`src/rtl/demosaic_pkg.sv`:
```
// Shared encodings for the demosaic phase sequencer: Bayer site phases,
// sensor pattern codes and the controller FSM state values.
package demosaic_pkg;

    localparam logic [1:0] PH_R  = 2'b00;
    localparam logic [1:0] PH_GR = 2'b01;
    localparam logic [1:0] PH_GB = 2'b10;
    localparam logic [1:0] PH_B  = 2'b11;

    localparam logic [1:0] BAYER_RGGB = 2'b00;
    localparam logic [1:0] BAYER_GRBG = 2'b01;
    localparam logic [1:0] BAYER_GBRG = 2'b10;
    localparam logic [1:0] BAYER_BGGR = 2'b11;

    typedef logic [1:0] state_t;
    localparam state_t ST_IDLE  = 2'd0;
    localparam state_t ST_FRAME = 2'd1;
    localparam state_t ST_DRAIN = 2'd2;

    // Pattern codes are the phase of pixel (0,0), so XOR moves the site parity.
    function automatic logic [1:0] site_phase(input logic ybit, input logic xbit,
                                              input logic [1:0] pat);
        return {ybit, xbit} ^ pat;
    endfunction

endpackage

```
`src/rtl/demosaic_tag_pipe.sv`:
```
// LAT-deep stall-able sideband shift register; advances in lockstep with the
// kernel datapath registers so tags stay aligned with kernel outputs.
module demosaic_tag_pipe #(
    parameter int LAT = 2,
    parameter int W   = 8
) (
    input  logic         clk,
    input  logic         rst_n,
    input  logic         adv,
    input  logic         in_vld,
    input  logic [W-1:0] in_tag,
    output logic         out_vld,
    output logic [W-1:0] out_tag
);

    logic [LAT-1:0]        vld_pipe_q, vld_pipe_d;
    logic [LAT-1:0][W-1:0] tag_pipe_q, tag_pipe_d;

    always_comb begin
        vld_pipe_d = vld_pipe_q;
        tag_pipe_d = tag_pipe_q;
        if (adv) begin
            vld_pipe_d[0] = in_vld;
            tag_pipe_d[0] = in_tag;
            for (int i = 1; i < LAT; i++) begin
                vld_pipe_d[i] = vld_pipe_q[i-1];
                tag_pipe_d[i] = tag_pipe_q[i-1];
            end
        end
    end

    always_ff @(posedge clk or negedge rst_n) begin
        if (!rst_n) begin
            vld_pipe_q <= '0;
            tag_pipe_q <= '0;
        end else begin
            vld_pipe_q <= vld_pipe_d;
            tag_pipe_q <= tag_pipe_d;
        end
    end

    assign out_vld = vld_pipe_q[LAT-1];
    assign out_tag = tag_pipe_q[LAT-1];

endmodule

```
`src/rtl/demosaic_phase_ctrl.sv`:
```
// Demosaic window sequencer: tracks frame position, decodes Bayer site phase
// and border flags, and aligns them with the kernel pipeline under backpressure.
module demosaic_phase_ctrl
    import demosaic_pkg::*;
#(
    parameter int IMG_W = 640,
    parameter int IMG_H = 480,
    parameter int X_W   = 11,
    parameter int Y_W   = 10,
    parameter int LAT   = 2
) (
    input  logic           clk,
    input  logic           rst_n,
    input  logic [1:0]     cfg_bayer,
    input  logic           in_valid,
    input  logic           in_sof,
    output logic           in_ready,
    output logic           out_valid,
    input  logic           out_ready,
    output logic [1:0]     phase,
    output logic           border,
    output logic [X_W-1:0] x_pos,
    output logic [Y_W-1:0] y_pos,
    output logic           eol,
    output logic           eof,
    output logic           frame_done,
    output logic           err_sof,
    output logic           drop
);

    localparam logic [X_W-1:0] X_LAST  = X_W'(IMG_W - 1);
    localparam logic [X_W-1:0] X_BR_HI = X_W'(IMG_W - 3);
    localparam logic [X_W-1:0] X_BR_LO = X_W'(2);
    localparam logic [Y_W-1:0] Y_LAST  = Y_W'(IMG_H - 1);
    localparam logic [Y_W-1:0] Y_BR_HI = Y_W'(IMG_H - 3);
    localparam logic [Y_W-1:0] Y_BR_LO = Y_W'(2);
    localparam int TAG_W = 2 + 1 + X_W + Y_W + 2;

    state_t         state_q, state_d;
    logic [X_W-1:0] x_q, x_d;
    logic [Y_W-1:0] y_q, y_d;
    logic [1:0]     pat_q, pat_d;
    logic           drop_q, drop_d, err_q, err_d, fdone_q, fdone_d;

    logic           stall, acc;
    logic           tag_vld, tag_eol, tag_eof, tag_border;
    logic [X_W-1:0] tag_x;
    logic [Y_W-1:0] tag_y;
    logic [1:0]     tag_pat, tag_phase;
    logic [TAG_W-1:0] pipe_out;

    assign stall    = out_valid && !out_ready;
    // Gated by rst_n so the port reads 0 while reset is held.
    assign in_ready = rst_n && !stall && (state_q != ST_DRAIN);
    assign acc      = in_valid && in_ready;

    always_comb begin
        tag_vld = 1'b0;
        tag_x   = x_q;
        tag_y   = y_q;
        tag_pat = pat_q;
        state_d = state_q;
        x_d     = x_q;
        y_d     = y_q;
        pat_d   = pat_q;
        drop_d  = 1'b0;
        err_d   = 1'b0;
        fdone_d = 1'b0;

        case (state_q)
            ST_IDLE: begin
                if (acc && in_sof) begin
                    tag_vld = 1'b1;
                    tag_x   = '0;
                    tag_y   = '0;
                    tag_pat = cfg_bayer;
                end else if (acc) begin
                    drop_d = 1'b1;
                end
            end
            ST_FRAME: begin
                if (acc) begin
                    tag_vld = 1'b1;
                    if (in_sof) begin
                        err_d   = (x_q != '0) || (y_q != '0);
                        tag_x   = '0;
                        tag_y   = '0;
                        tag_pat = cfg_bayer;
                    end
                end
            end
            ST_DRAIN: begin
                if (out_valid && out_ready && eof) begin
                    fdone_d = 1'b1;
                    state_d = ST_IDLE;
                end
            end
            default: state_d = ST_IDLE;
        endcase

        tag_eol    = (tag_x == X_LAST);
        tag_eof    = tag_eol && (tag_y == Y_LAST);
        tag_phase  = site_phase(tag_y[0], tag_x[0], tag_pat);
        tag_border = (tag_x < X_BR_LO) || (tag_x > X_BR_HI) ||
                     (tag_y < Y_BR_LO) || (tag_y > Y_BR_HI);

        // Counters hold the position the next accepted pixel will take.
        if (tag_vld) begin
            pat_d = tag_pat;
            if (tag_eof) begin
                x_d     = '0;
                y_d     = '0;
                state_d = ST_DRAIN;
            end else if (tag_eol) begin
                x_d     = '0;
                y_d     = tag_y + Y_W'(1);
                state_d = ST_FRAME;
            end else begin
                x_d     = tag_x + X_W'(1);
                y_d     = tag_y;
                state_d = ST_FRAME;
            end
        end
    end

    always_ff @(posedge clk or negedge rst_n) begin
        if (!rst_n) begin
            state_q <= ST_IDLE;
            x_q     <= '0;
            y_q     <= '0;
            pat_q   <= BAYER_RGGB;
            drop_q  <= 1'b0;
            err_q   <= 1'b0;
            fdone_q <= 1'b0;
        end else begin
            state_q <= state_d;
            x_q     <= x_d;
            y_q     <= y_d;
            pat_q   <= pat_d;
            drop_q  <= drop_d;
            err_q   <= err_d;
            fdone_q <= fdone_d;
        end
    end

    demosaic_tag_pipe #(.LAT(LAT), .W(TAG_W)) u_tag_pipe (
        .clk    (clk),
        .rst_n  (rst_n),
        .adv    (!stall),
        .in_vld (tag_vld),
        .in_tag ({tag_phase, tag_border, tag_x, tag_y, tag_eol, tag_eof}),
        .out_vld(out_valid),
        .out_tag(pipe_out)
    );

    assign {phase, border, x_pos, y_pos, eol, eof} = pipe_out;
    assign drop       = drop_q;
    assign err_sof    = err_q;
    assign frame_done = fdone_q;

endmodule
```
`config.mk`:
```
export PLATFORM = sky130hd
export DESIGN_NAME = demosaic_phase_ctrl
export DESIGN_NICKNAME = d
export VERILOG_FILES = /design/src/rtl/demosaic_pkg.sv /design/src/rtl/demosaic_tag_pipe.sv /design/src/rtl/demosaic_phase_ctrl.sv
export SDC_FILE = /design/constraint.sdc
export NUM_CORES = 1
export LEC_CHECK = 0
export CAP_MARGIN = 0
export CORE_MARGIN = 3
export CORE_UTILIZATION = 57
export DETAILED_ROUTE_END_ITERATION = 12
export GPL_TIMING_DRIVEN = 0
export PLACE_DENSITY = 0.82
export SLEW_MARGIN = 0
export SYNTH_ARGS = -nofsm -noshare
export SYNTH_HDL_FRONTEND = slang
export SYNTH_SLANG_ARGS = --single-unit
```
`constraint.sdc`:
```
create_clock -name clk -period 4.2 [get_ports clk]
set_clock_uncertainty 0.05 [all_clocks]
set_input_delay 1.05 -clock clk [delete_from_list [all_inputs] [get_ports clk]]
set_output_delay 1.05 -clock clk [all_outputs]
set_load 0.005 [all_outputs]
```
; ---- Yosys cells after proc, flatten, opt, wreduce, memory -nomap -nowiden
; Index checks and enable logic that the tools add are counted.
[classes]
bitwise_logic = 1
eq_ne = 7
n_lt_le_gt_ge = 4
muxes = 30
n_reduce_logical = 19
addsub = 2
[ops]
columns = op, n
row1 = $mux W11, 5
row2 = $mux W10, 5
row3 = $pmux W11 S2, 1
row4 = $pmux W10 S2, 1
row5 = $mux W2, 6
row6 = $add A11 B1 Y11 const B, 1
row7 = $eq A11 B10 Y1 const B, 1
row8 = $gt A11 B10 Y1 const B, 1
row9 = $lt A11 B2 Y1 const B, 1
row10 = $reduce_bool A11 Y1, 1
row11 = $add A10 B1 Y10 const B, 1
row12 = $eq A10 B9 Y1 const B, 1
row13 = $gt A10 B9 Y1 const B, 1
row14 = $lt A10 B2 Y1 const B, 1
row15 = $reduce_bool A10 Y1, 1
row16 = $mux W1, 9
row17 = $logic_and A1 B1 Y1, 8
row18 = $pmux W2 S2, 2
row19 = $logic_or A1 B1 Y1, 4
row20 = $ne A3 B2 Y1 const B, 1
row21 = $eq A2 B1 Y1 const B, 1
row22 = $eq A2 B2 Y1 const B, 1
row23 = $logic_not A1 Y1, 2
row24 = $logic_not A2 Y1, 1
row25 = 6 further kinds, 6
[word_totals]
word_cells = 73
output_inout_bits = 31
ff_bits = 82
inputBits = 7

; ---- Logic depth before layout (Yosys ltp)
; Gate-level depths: netlist of run 1.
[logic_depth]
ltp_word = 13
ltp_mapped = 14
ltp_nobuf = 10

; ---- Hierarchy
; A second synthesis of run 1 with hierarchy kept.
[unflattened]
cells_unflattened = 380
hier_area_um2 = 4438.0
[by_module_without_submodules]
columns = module, seq_area_each_um2, cells_each, n_inst, area_per_inst_um2
row1 = demosaic_tag_pipe, 1351.3, 140, 1, 2453.6
row2 = demosaic_phase_ctrl, 700.7, 240, 1, 1984.4

; ---- Worst setup path after synthesis of run 1
; Ideal clock, no wire load.
[synth_path]
path_kind = in2reg
startpoint = in out_ready
endpoint = reg y_q[7]
setup_ps = 124
setup_slack_ps = 503
arrival_ps = 3523
path_stages = 13
required_time_ps = 4026
path_buffers = 3
path_cell_list = nand2b_1 buf_2 nand3_1 clkbuf_1 clkbuf_1 nand2_1 inv_1 ha_1 nand3_1 nor4_4 nand4_1 and3_1 a211o_1
[synth_between]
elab_chain_cells = 12
word_cells_on_any_way = 22
cone_classes = add/sub (1) / eq/ne (2) / mux (11) / reduce/logical (8)
[synth_rtl]
columns = element, line
row1 = start: declaration, demosaic_phase_ctrl.sv:19  ; input logic out_ready,
row2 = $logic_not A1 Y1 (*), demosaic_phase_ctrl.sv:52  ; assign stall = out_valid && !out_ready;
row3 = $logic_and A1 B1 Y1 (*), demosaic_phase_ctrl.sv:52
row4 = $logic_not A1 Y1 (*), n/a
row5 = $logic_and A1 B1 Y1 (*) (2 in series), demosaic_phase_ctrl.sv:54  ; assign in_ready = rst_n && !stall && (state_q != ST_DRAIN);
row6 = $logic_and A1 B1 Y1 (*), demosaic_phase_ctrl.sv:55  ; assign acc = in_valid && in_ready;
row7 = $logic_and A1 B1 Y1, demosaic_phase_ctrl.sv:72  ; if (acc && in_sof) begin
row8 = $mux W10 / $mux W11 (equally long branches), demosaic_phase_ctrl.sv:72
row9 = $pmux W10 S2 / $pmux W11 S2 (equally long branches), demosaic_phase_ctrl.sv:70  ; case (state_q)
row10 = "$add A10 B1 Y10, or another cell as far along", demosaic_phase_ctrl.sv:116  ; y_d = tag_y + Y_W'(1);
row11 = $mux W10 / $logic_and A1 B1 Y1 (equally long branches), "demosaic_phase_ctrl.sv:114, demosaic_phase_ctrl.sv:102"
row12 = $mux W10, demosaic_phase_ctrl.sv:110  ; if (tag_eof) begin
row13 = end signal: assignment, demosaic_phase_ctrl.sv:138  ; y_q <= y_d;
row14 = end: declaration, demosaic_phase_ctrl.sv:41  ; logic [Y_W-1:0] y_q, y_d;
; Every way passes the cells marked *; elsewhere a longest branch is shown, timed or not.
; A chain may end at the register's enable or synchronous reset.

; ---- Final worst setup path of run 1
[layout_path]
startpoint = in out_ready
endpoint = reg y_q[8]
; Same word-level chain as after synthesis.

==> key figures, run 1 <==
Timing
  – Maximum clock frequency: 251 MHz
  – Final setup fails: 0
  – Fin crit period: 3.98 ns
  – Final hold violation count: 0
  – Period utilisation layout: 94.8%
  – Max-slew headroom: 64.9%
  – Worst hold slack: 0.420 ns
  – Unrepaired setup endpoints after global routing: false
  – Final Max Slew Viols: 0
  – Worst Tran Pin Value: 0.526 ns

Synthesis
  – Yosys cell types: 49
  – Largest cells by area after synthesis: dfrtp_1 51%, nand2_1 13%, buf_4 4.5%
  – Syn nets: 464
  – Register area share after synthesis: 51.2%
  – Share of the synthesized area in the top cell type: 51.2%
  – Most used flip-flop cell after synthesis: dfrtp_1
  – Mapped Area: 4010 sq um
  – Synth area leader: dfrtp_1
  – Seq cells post-synth: 82
  – Yosys warnings: 0
  – Number of synthesized flops with an enable pin: 0
  – Ys async rst share: 100%
  – Syn Area/Cell: 8.86 sq um
  – Cells after synthesis: 452

Final layout
  – Filler cells: 513
  – Multi-input combinational cell area: 1640 sq um
  – Register Area: 2050 sq um
  – Area growth syn-to-layout: 18.5%
  – Commonest non-fill, non-tap cell in the layout: nand2_1
  – ANT cells: 0
  – Most frequent cells in the layout: 142 x nand2_1, 82 x dfrtp_1, 36 x clkdlybuf4s50_1
  – Share of cells above drive strength 1: 11.5%
  – Post-Route Utilization: 72.3%
  – Nets: 513

Die
  – Die ar.: 8070 sq um
  – Die W: 89.8 um
  – DIE HEIGHT: 89.8 um
  – Std-Cell Rows: 29
  – I/O pin count: 38
  – Starting Density: 61.0%
  – Core ar.: 6570 sq um

GRT
  – Gr busiest metal: met2
  – GRT overflow: 0
  – M2 GR Usage: 38.0%
  – M3 GR Usage: 5.43%
  – Largest net degree at the start of global routing: 45
  – Vias in the first global route: 3130
  – M1 GR Usage: 33.6%
  – Global-route wire length before repair: 15.5 mm
  – Tot GR Track Use: 23.8%
  – Initial antenna violation count: 0

Drt
  – DRT Pass-1 Iters: 5
  – 1st-iter DRT viols: 298
  – Via count: 3303
  – Drt wl/cell: 15.2 um
  – Residual DRC count: 0
  – Vias per cell: 5.51
  – Routed WL: 9.10 mm
  – Antenna Nets Post-Route: 0

Setup path
  – FF-to-FF Start: u_tag_pipe.vld_pipe_q[1]
  – Cell family with most CP delay: simple AND/OR/NAND/NOR gates
  – R2r worst-path depth: 13
  – Worst path max stage delay: 0.45 ns
  – CP max-delay cell: nor4_4
  – Kind of critical path: in2reg
  – Crit-path cells: clkdlybuf4s50_1, nand2b_1, buf_2, nand3_1, buf_6, clkbuf_4, nand2_1, inv_1, ha_2, nand3_2, nor4_4, nand4_1, and3_1, a211o_1
  – Startpoint types: input pin
  – Flop-to-flop setup slack: 1.05 ns
  – WP buf/inv: 5
  – CP Max Fanout: 10
  – Worst setup EP type: register
  – R2R Path End: y_q[8]
  – Crit path DAT: 4.18 ns
  – Worst path required time: 4.39 ns

Worst hold path
  – Worst hold endpoint: u_tag_pipe.out_tag[8]
  – HP Start: u_tag_pipe.out_tag[8]
  – Min-Delay Path Class: reg2reg
  – Hold Path Depth: 2

Clock network
  – Clk Latency, worst-skew pair: 0.35 ns
  – Longest Clk Path Bufs: 2
  – Num CTS Buffers: 9
  – Clock transition at path regs: 0.08 ns
  – Clock sink count: 82
  – CTS tree: yes
  – Setup bufs post-CTS: 0
  – Root buffer cell: clkbuf_8
  – H-tree levels: 3

Pwr
  – Leakage power: 0.00223 uW
  – NetSw: 557 uW
  – Pwr/cell area: 412 nW/um^2
  – P_int: 1400 uW
  – Worst VDD drop: 0.209 mV
  – Logic pwr share: 20.0%
  – Reg power frac: 47.9%
  – Part of the power in the clock network: 32.1%
  – Switching share of power: 28.5%

Job
  – Max-cap violation count: 0

Status
  – Status: finished clean

Placement
  – Gp weighted congestion: 0.998
  – DPL Wire Length: 6.64 mm
  – Port Buf Inserts: 37
-- area by class of cell --
| cell class | count | share of cell area [%] |
|---|---|---|
| plain buffers | 52 | 6.54 |
| clock buffers | 10 | 2.69 |
| clock inverters | 6 | 1.90 |
| inverters | 6 | 0.474 |
| multi-input cells | 312 | 34.6 |
| flip-flops and latches | 82 | 43.2 |
| well taps | 93 | 2.45 |
| repair buffers | 38 | 8.17 |
-- sequential cells by signal, indices dropped and copies added, names as in the netlist --
signal and count:
pat_q 2, state_q 2, y_q 10, u_tag_pipe.tag_pipe_q 26, u_tag_pipe.vld_pipe_q 2, frame_done 1, u_tag_pipe.out_tag 26, x_q 11
drop 1, err_sof 1
-- layer usage --
metal	vias up	routed length [um]
li1	1607	-
met1	1583	4070
met2	106	4330
met3	7	644
met4	0	61
met5	-	0
-- synthesized netlist by cell type (4+ instances only) --
| cell type | count |
|---|---|
| a21oi_1 | 6 |
| a31oi_1 | 5 |
| and2_1 | 5 |
| and3_1 | 9 |
| buf_2 | 4 |
| buf_4 | 24 |
| clkbuf_1 | 21 |
| dfrtp_1 | 82 |
| ha_1 | 5 |
| inv_1 | 5 |
| nand2_1 | 142 |
| nand2b_1 | 6 |
| nand3_1 | 17 |
| nand4_1 | 5 |
| nor2_1 | 13 |
| nor3_1 | 11 |
| nor4_1 | 4 |
| o21ai_0 | 6 |
| o21ai_1 | 29 |
| o31ai_1 | 8 |
| o41ai_1 | 4 |
-- cells by family after synthesis --
logic type / Yosys count / synth area share (%)
compound gates: 73 / 11.3
fa+ha+maj: 5 / 1.56
buf+inv: 58 / 8.00
flops: 82 / 51.2
mux: 4 / 1.09
simple gates: 230 / 26.8
-- worst max-delay path by stage --
| stage | slack, ns | startpoint | endpoint | cells past startpoint |
|---|---|---|---|---|
| after detailed placement | -0.73 | out_ready | y_q[7] | 14 |
| final | 0.22 | out_ready | y_q[8] | 14 |
| after global placement | -3.46 | rst_n | y_q[7] | 13 |
| after CTS | 0.02 | out_ready | y_q[8] | 14 |
| after global routing | 0.005 | out_ready | y_q[8] | 14 |
| after floorplan | 0.50 | out_ready | y_q[7] | 13 |
-- what timing repair did --
| action | CTS | global route |
|---|---|---|
| gates resized for setup | 3 | 7 |
| endpoints found under the setup margin | 17 | 12 |
| pin swaps | 0 | 1 |
| hold buffers | 0 | 0 |
-- power groups by stage --
stage / combinational (uW) / sequential (uW) / clock, uW
floorplan: 242 / 934 / 0
global placement: 372 / 949 / 0
detailed placement: 384 / 951 / 0
CTS: 387 / 935 / 632
global route: 438 / 949 / 668
finish: 391 / 937 / 628
-- through the flow --
step	total power [uW]	std cells	cell area, sq um	TNS, ns	setup WS [ns]
after global placement	1320	582	4490	-196.14	-3.46
after CTS	1950	599	4730	0	0.0167
after global routing	2060	599	4750	0	0.00472
final	1960	599	4750	0	0.217
after floorplan	1180	452	4010	0	0.503
after detailed placement	1330	583	4510	-10.56	-0.734
-- worst reg2reg max path, stage by stage, from the launching register on --
cell and delay (ns):
dfrtp_1 0.40, nand2b_1 0.08, buf_2 0.18, nand3_1 0.20
buf_6 0.19, clkbuf_4 0.21, nand2_1 0.14, inv_1 0.09
ha_2 0.25, nand3_2 0.17, nor4_4 0.45, nand4_1 0.16
and3_1 0.22, a211o_1 0.27
(Power assumes the default switching activity.)
==> inputs of run 2 (changes only) <==
--- a/config.mk
+++ b/config.mk
@@ -6,8 +6,10 @@
 export NUM_CORES = 1
 export LEC_CHECK = 0
 export CAP_MARGIN = 0
+export CELL_PAD_IN_SITES_DETAIL_PLACEMENT = 1
+export CELL_PAD_IN_SITES_GLOBAL_PLACEMENT = 2
 export CORE_MARGIN = 3
-export CORE_UTILIZATION = 57
+export CORE_UTILIZATION = 35
 export DETAILED_ROUTE_END_ITERATION = 12
 export GPL_TIMING_DRIVEN = 0
 export PLACE_DENSITY = 0.82
==> key figures, run 2 (synthesis gave the netlist of run 1 again) <==
Die
  – Starting Density: 36.3% (was 61.0%)
  – Std-Cell Rows: 38 (was 29)
  – I/O pin count: 38 (unchanged)
  – Die ar.: 12800 sq um (was 8070 sq um)
  – DIE HEIGHT: 113 um (was 89.8 um)
  – Core ar.: 11000 sq um (was 6570 sq um)
  – Die W: 113 um (was 89.8 um)

GRT
  – Initial antenna violation count: 0 (unchanged)
  – Tot GR Track Use: 18.3% (was 23.8%)
  – Global-route wire length before repair: 18.2 mm (was 15.5 mm)
  – Largest net degree at the start of global routing: 57 (was 45)
  – GRT overflow: 0 (unchanged)
  – Vias in the first global route: 3390 (was 3130)

Timing
  – Final Max Slew Viols: 0 (unchanged)
  – Worst Tran Pin Value: 0.594 ns (was 0.526 ns)
  – Maximum clock frequency: 248 MHz (was 251 MHz)
  – Unrepaired setup endpoints after global routing: false (unchanged)
  – Setup tns final: 0 ns (unchanged)
  – Period utilisation layout: 95.9% (was 94.8%)
  – Final worst setup slack: 0.174 ns (was 0.217 ns)
  – Fin crit period: 4.03 ns (was 3.98 ns)
  – Final hold violation count: 0 (unchanged)
  – Final setup fails: 0 (unchanged)
  – Worst hold slack: 0.415 ns (was 0.420 ns)
  – Max-slew headroom: 60.4% (was 64.9%)

Pwr
  – Leakage power: 0.00230 uW (was 0.00223 uW)
  – Pwr/cell area: 445 nW/um^2 (was 412 nW/um^2)
  – Worst VDD drop: 0.216 mV (was 0.209 mV)
  – Design Power: 2200 uW (was 1960 uW)

Clock network
  – Longest Clk Path Bufs: 2 (unchanged)
  – Num CTS Buffers: 9 (unchanged)
  – Clock sink count: 82 (unchanged)
  – H-tree levels: 3 (unchanged)
  – Clk Latency, worst-skew pair: 0.34 ns (was 0.35 ns)
  – Clock transition at path regs: 0.06 ns (was 0.08 ns)
  – CTS tree: yes (unchanged)
  – Root buffer cell: clkbuf_16 (was clkbuf_8)
  – CTS Hold Buffers Added: 0 (unchanged)

Drt
  – Via count: 3360 (was 3303)
  – Vias per cell: 5.19 (was 5.51)
  – Drt wl/cell: 17.2 um (was 15.2 um)
  – 1st-iter DRT viols: 133 (was 298)
  – DRT Pass-1 Iters: 4 (was 5)
  – Antenna Nets Post-Route: 0 (unchanged)
  – Routed WL: 11.1 mm (was 9.10 mm)
  – Residual DRC count: 0 (unchanged)

Final layout
  – Layout Cells excl Fill: 647 (was 599)
  – Multi-input combinational cell area: 1660 sq um (was 1640 sq um)
  – Nets: 514 (was 513)
  – Share of cells above drive strength 1: 11.8% (was 11.5%)
  – ANT cells: 0 (unchanged)
  – Commonest non-fill, non-tap cell in the layout: nand2_1 (unchanged)
  – Filler cells: 1291 (was 513)
  – Register Area: 2050 sq um (unchanged)
  – Area growth syn-to-layout: 23.5% (was 18.5%)
  – Most frequent cells in the layout: 142 x nand2_1, 82 x dfrtp_1, 36 x clkdlybuf4s50_1 (unchanged)

Placement
  – Post-Place Setup Slack: -1.08 ns (was -0.734 ns)
  – Port Buf Inserts: 37 (unchanged)
  – Gp weighted congestion: 0.862 (was 0.998)
  – DPL Wire Length: 7.99 mm (was 6.64 mm)
  – Dpl cells: 630 (was 583)

Setup path
  – Crit path DAT: 2.93 ns (was 4.18 ns)
  – Kind of critical path: in2out (was in2reg)
  – Cell family with most CP delay: buffers and inverters (was simple AND/OR/NAND/NOR gates)
  – Most repeated library cell on the critical path: clkdlybuf4s50_1
  – CP Max Fanout: 10 (unchanged)
  – CP max-delay cell: clkdlybuf4s50_1 (was nor4_4)
  – Crit-path cells: clkdlybuf4s50_1, nand2b_1, buf_2, clkbuf_2, nand2_1, nor2_1, clkdlybuf4s50_1 (was clkdlybuf4s50_1, nand2b_1, buf_2, nand3_1, buf_6, clkbuf_4, nand2_1, inv_1, ha_2, nand3_2, nor4_4, nand4_1, and3_1, a211o_1)
  – Worst path max stage delay: 0.50 ns (was 0.45 ns)
  – WP buf/inv: 4 (was 5)
  – Worst path required time: 3.10 ns (was 4.39 ns)
  – Worst setup EP type: output port (was register)
  – Startpoint types: input pin (unchanged)

Worst hold path
  – Min-Delay Path Class: reg2reg (unchanged)

Job
  – Max-cap violation count: 0 (unchanged)

Status
  – Status: finished clean (unchanged)
run 2: worst reg2reg max path, stage by stage (launching register included):
cell and delay [ns]:
dfrtp_1 0.38, nand2b_1 0.06, buf_2 0.21, nand3_2 0.15, clkbuf_8 0.20, clkbuf_4 0.23, nand2_1 0.15, inv_1 0.09
ha_2 0.27, nand3_4 0.15, nor4_4 0.44, nand4_1 0.18, and3_1 0.22, a211o_1 0.26
run 2: power by group:
group	total, uW	switching [uW]	leakage, uW	internal, uW
Combinational	407	219	0.00105	188
Clock	852	317	0.000156	535
Sequential	940	63.3	0.00109	877
Total	2200	600	0.00230	1600
run 2: through the flow:
stage               instance area (sq um)  util [%]
detailed placement                   4580      41.5
floorplan                            4010         -
finish                               4940      44.8
CTS                                  4920      44.6
global placement                     4550      41.3
global route                         4940      44.8
run 2: area by class of cell:
cell class	count	area share (%)
buffer	52	6.33
clock buffer	11	4.91
clock inverter	5	1.57
inverter	6	0.455
multi-input combinational	312	33.6
sequential	82	41.5
tap	140	3.54
timing repair buffer	39	8.15
run 2: what timing repair did:
item	in CTS	in global routing
pin swaps	2	2
gates resized for setup	8	3
hold endpoints to repair	0	0
setup buffers	0	1
endpoints found under the setup margin	23	6
run 2: routing by layer:
layer  vias up  track usage, %  routed length, um  part of all wire [%]
met5         -               0                  0                     0
met4         0            7.37                212                   1.9
met3        15            2.78                330                   3.0
met2        50            29.4               5330                    48
met1      1683            24.9               5250                    47
li1       1612               -                  -                     -
run 2: final timing paths:
path | startpoint | endpoint | slack, ns | cells past startpoint
min in group asynchronous | rst_n | u_tag_pipe.out_tag[5] | 0.59 | 1
max in group asynchronous | rst_n | y_q[4] | 2.90 | 2
min reg2reg | u_tag_pipe.out_tag[3] | u_tag_pipe.out_tag[3] | 0.42 | 2
max reg2reg | u_tag_pipe.vld_pipe_q[1] | y_q[8] | 1.04 | 13
max | out_ready | in_ready | 0.17 | 7
min | u_tag_pipe.out_tag[3] | u_tag_pipe.out_tag[3] | 0.42 | 2
==> inputs of run 3 (changes only) <==
--- a/config.mk
+++ b/config.mk
@@ -12,6 +12,7 @@
 export CORE_UTILIZATION = 35
 export DETAILED_ROUTE_END_ITERATION = 12
 export GPL_TIMING_DRIVEN = 0
+export MAX_ROUTING_LAYER = met4
 export PLACE_DENSITY = 0.82
 export SLEW_MARGIN = 0
 export SYNTH_ARGS = -nofsm -noshare
==> key figures, run 3 (synthesis gave the netlist of run 1 again) <==
Drt
  – Residual DRC count: 0 (unchanged)
  – Drt wl/cell: 17.4 um (was 17.2 um)
  – Via count: 3341 (was 3360)
  – Vias per cell: 5.17 (was 5.19)
  – Antenna Nets Post-Route: 0 (unchanged)
  – 1st-iter DRT viols: 167 (was 133)
  – Routed WL: 11.2 mm (was 11.1 mm)
  – DRT Pass-1 Iters: 5 (was 4)

Pwr
  – Leakage power: 0.00227 uW (was 0.00230 uW)
  – Design Power: 2070 uW (was 2200 uW)
  – Pwr/cell area: 424 nW/um^2 (was 445 nW/um^2)
  – Worst VDD drop: 0.216 mV (about the same)

GRT
  – Initial antenna violation count: 0 (unchanged)
  – Tot GR Track Use: 19.2% (was 18.3%)
  – Largest net degree at the start of global routing: 45 (was 57)
  – Vias in the first global route: 3506 (was 3390)
  – Global-route wire length before repair: 18.8 mm (was 18.2 mm)
  – GRT overflow: 0 (unchanged)

Setup path
  – Crit path DAT: 2.93 ns (about the same)
  – Worst setup EP type: output port (unchanged)
  – Startpoint types: input pin (unchanged)
  – Kind of critical path: in2out (unchanged)
  – Worst path max stage delay: 0.50 ns (about the same)
  – CP max-delay cell: clkdlybuf4s50_1 (unchanged)
  – Crit-path cells: clkdlybuf4s50_1, nand2b_1, buf_2, clkbuf_2, nand2_1, nor2_1, clkdlybuf4s50_1 (unchanged)
  – CP Max Fanout: 10 (unchanged)
  – Most repeated library cell on the critical path: clkdlybuf4s50_1 (unchanged)
  – Worst path required time: 3.10 ns (about the same)

Die
  – Die ar.: 12800 sq um (unchanged)
  – Std-Cell Rows: 38 (unchanged)
  – DIE HEIGHT: 113 um (unchanged)
  – Die W: 113 um (unchanged)
  – I/O pin count: 38 (unchanged)
  – Starting Density: 36.3% (unchanged)
  – Core ar.: 11000 sq um (unchanged)

Clock network
  – Clock transition at path regs: 0.06 ns (about the same)
  – CTS tree: yes (unchanged)
  – Longest Clk Path Bufs: 2 (unchanged)
  – CTS Hold Buffers Added: 0 (unchanged)
  – Root buffer cell: clkbuf_16 (unchanged)
  – Clk Latency, worst-skew pair: 0.34 ns (about the same)
  – Num CTS Buffers: 9 (unchanged)
  – Clock sink count: 82 (unchanged)
  – H-tree levels: 3 (unchanged)

Placement
  – Port Buf Inserts: 37 (unchanged)
  – Gp weighted congestion: 0.857 (was 0.862)
  – Dpl cells: 630 (unchanged)
  – DPL Wire Length: 8.08 mm (was 7.99 mm)
  – Area after DPL: 4580 sq um (unchanged)

Timing
  – Final setup fails: 0 (unchanged)
  – Maximum clock frequency: 248 MHz (about the same)
  – Final Max Slew Viols: 0 (unchanged)
  – Final hold violation count: 0 (unchanged)
  – Worst hold slack: 0.413 ns (was 0.415 ns)
  – Period utilisation layout: 95.9% (about the same)
  – Fin crit period: 4.03 ns (about the same)
  – Max-slew headroom: 61.3% (was 60.4%)
  – Worst Tran Pin Value: 0.581 ns (was 0.594 ns)
  – Unrepaired setup endpoints after global routing: false (unchanged)

Status
  – Status: finished clean (unchanged)

Final layout
  – Commonest non-fill, non-tap cell in the layout: nand2_1 (unchanged)
  – Layout Cells excl Fill: 646 (was 647)
  – Nets: 514 (unchanged)
  – Share of cells above drive strength 1: 11.9% (was 11.8%)
  – Filler cells: 1309 (was 1291)
  – ANT cells: 0 (unchanged)
  – Design area: 4880 sq um (was 4940 sq um)
  – Area growth syn-to-layout: 21.9% (was 23.5%)
  – Most frequent cells in the layout: 142 x nand2_1, 82 x dfrtp_1, 36 x clkdlybuf4s50_1 (unchanged)
  – Post-Route Utilization: 44.2% (was 44.8%)

Job
  – Max-cap violation count: 0 (unchanged)

Worst hold path
  – Min-Delay Path Class: reg2reg (unchanged)
[run 3: critical path, delay by kind of cell]
family                 cells  cell delay, ns
AND/OR/NAND/NOR            3            0.31
buffers and inverters      4            1.56
[run 3: worst paths after layout]
| check | slack, ns | cells after the start | start | endpoint |
|---|---|---|---|---|
| worst max-delay path | 0.17 | 7 | out_ready | in_ready |
| worst min-delay path | 0.41 | 2 | u_tag_pipe.out_tag[19] | u_tag_pipe.out_tag[19] |
| max in group asynchronous | 2.82 | 2 | rst_n | x_q[6] |
| worst max register to register | 1.06 | 14 | u_tag_pipe.vld_pipe_q[1] | y_q[3] |
| worst min register to register | 0.41 | 2 | u_tag_pipe.out_tag[19] | u_tag_pipe.out_tag[19] |
| min in group asynchronous | 0.67 | 1 | rst_n | u_tag_pipe.out_tag[2] |
[run 3: metal layers]
layer	vias to the layer above	GRT usage [%]	part of all wire, %
li1	1615	-	-
met1	1646	25.3	46
met2	70	30.4	48
met3	10	3.26	4.0
met4	0	5.85	1.5
met5	-	-	0
[run 3: power breakdown]
part           total (uW)  internal (uW)  leakage [uW]  switching [uW]
sequential            942            877       0.00109            65.1
combinational         399            187       0.00105             212
clock                 730            411      0.000134             319
total                2070           1480       0.00227             596
[run 3: layout make-up]
type | instances | area, sq um | share of cell area [%]
repair buffers | 39 | 403 | 8.25
flip-flops and latches | 82 | 2050 | 42.0
clock inverters | 5 | 31.3 | 0.641
clock buffers | 10 | 239 | 4.90
well taps | 140 | 175 | 3.59
plain buffers | 52 | 313 | 6.41
multi-input cells | 312 | 1650 | 33.7
inverters | 6 | 22.5 | 0.461
[run 3: per-stage QoR]
stage	setup WS, ns	setup TNS, ns
after floorplan	0.503	0
after global placement	-4.00	-246.13
after detailed placement	-1.09	-17.94
after CTS	0.00983	0
after global routing	0.00880	0
final	0.171	0
[run 3: what timing repair did]
action                                 4_1_cts  5_1_grt
pin swaps                                    1        1
gates resized for setup                      7        2
endpoints found under the hold margin        0        0
setup endpoints to repair                   23        6
buffers inserted                             1        0
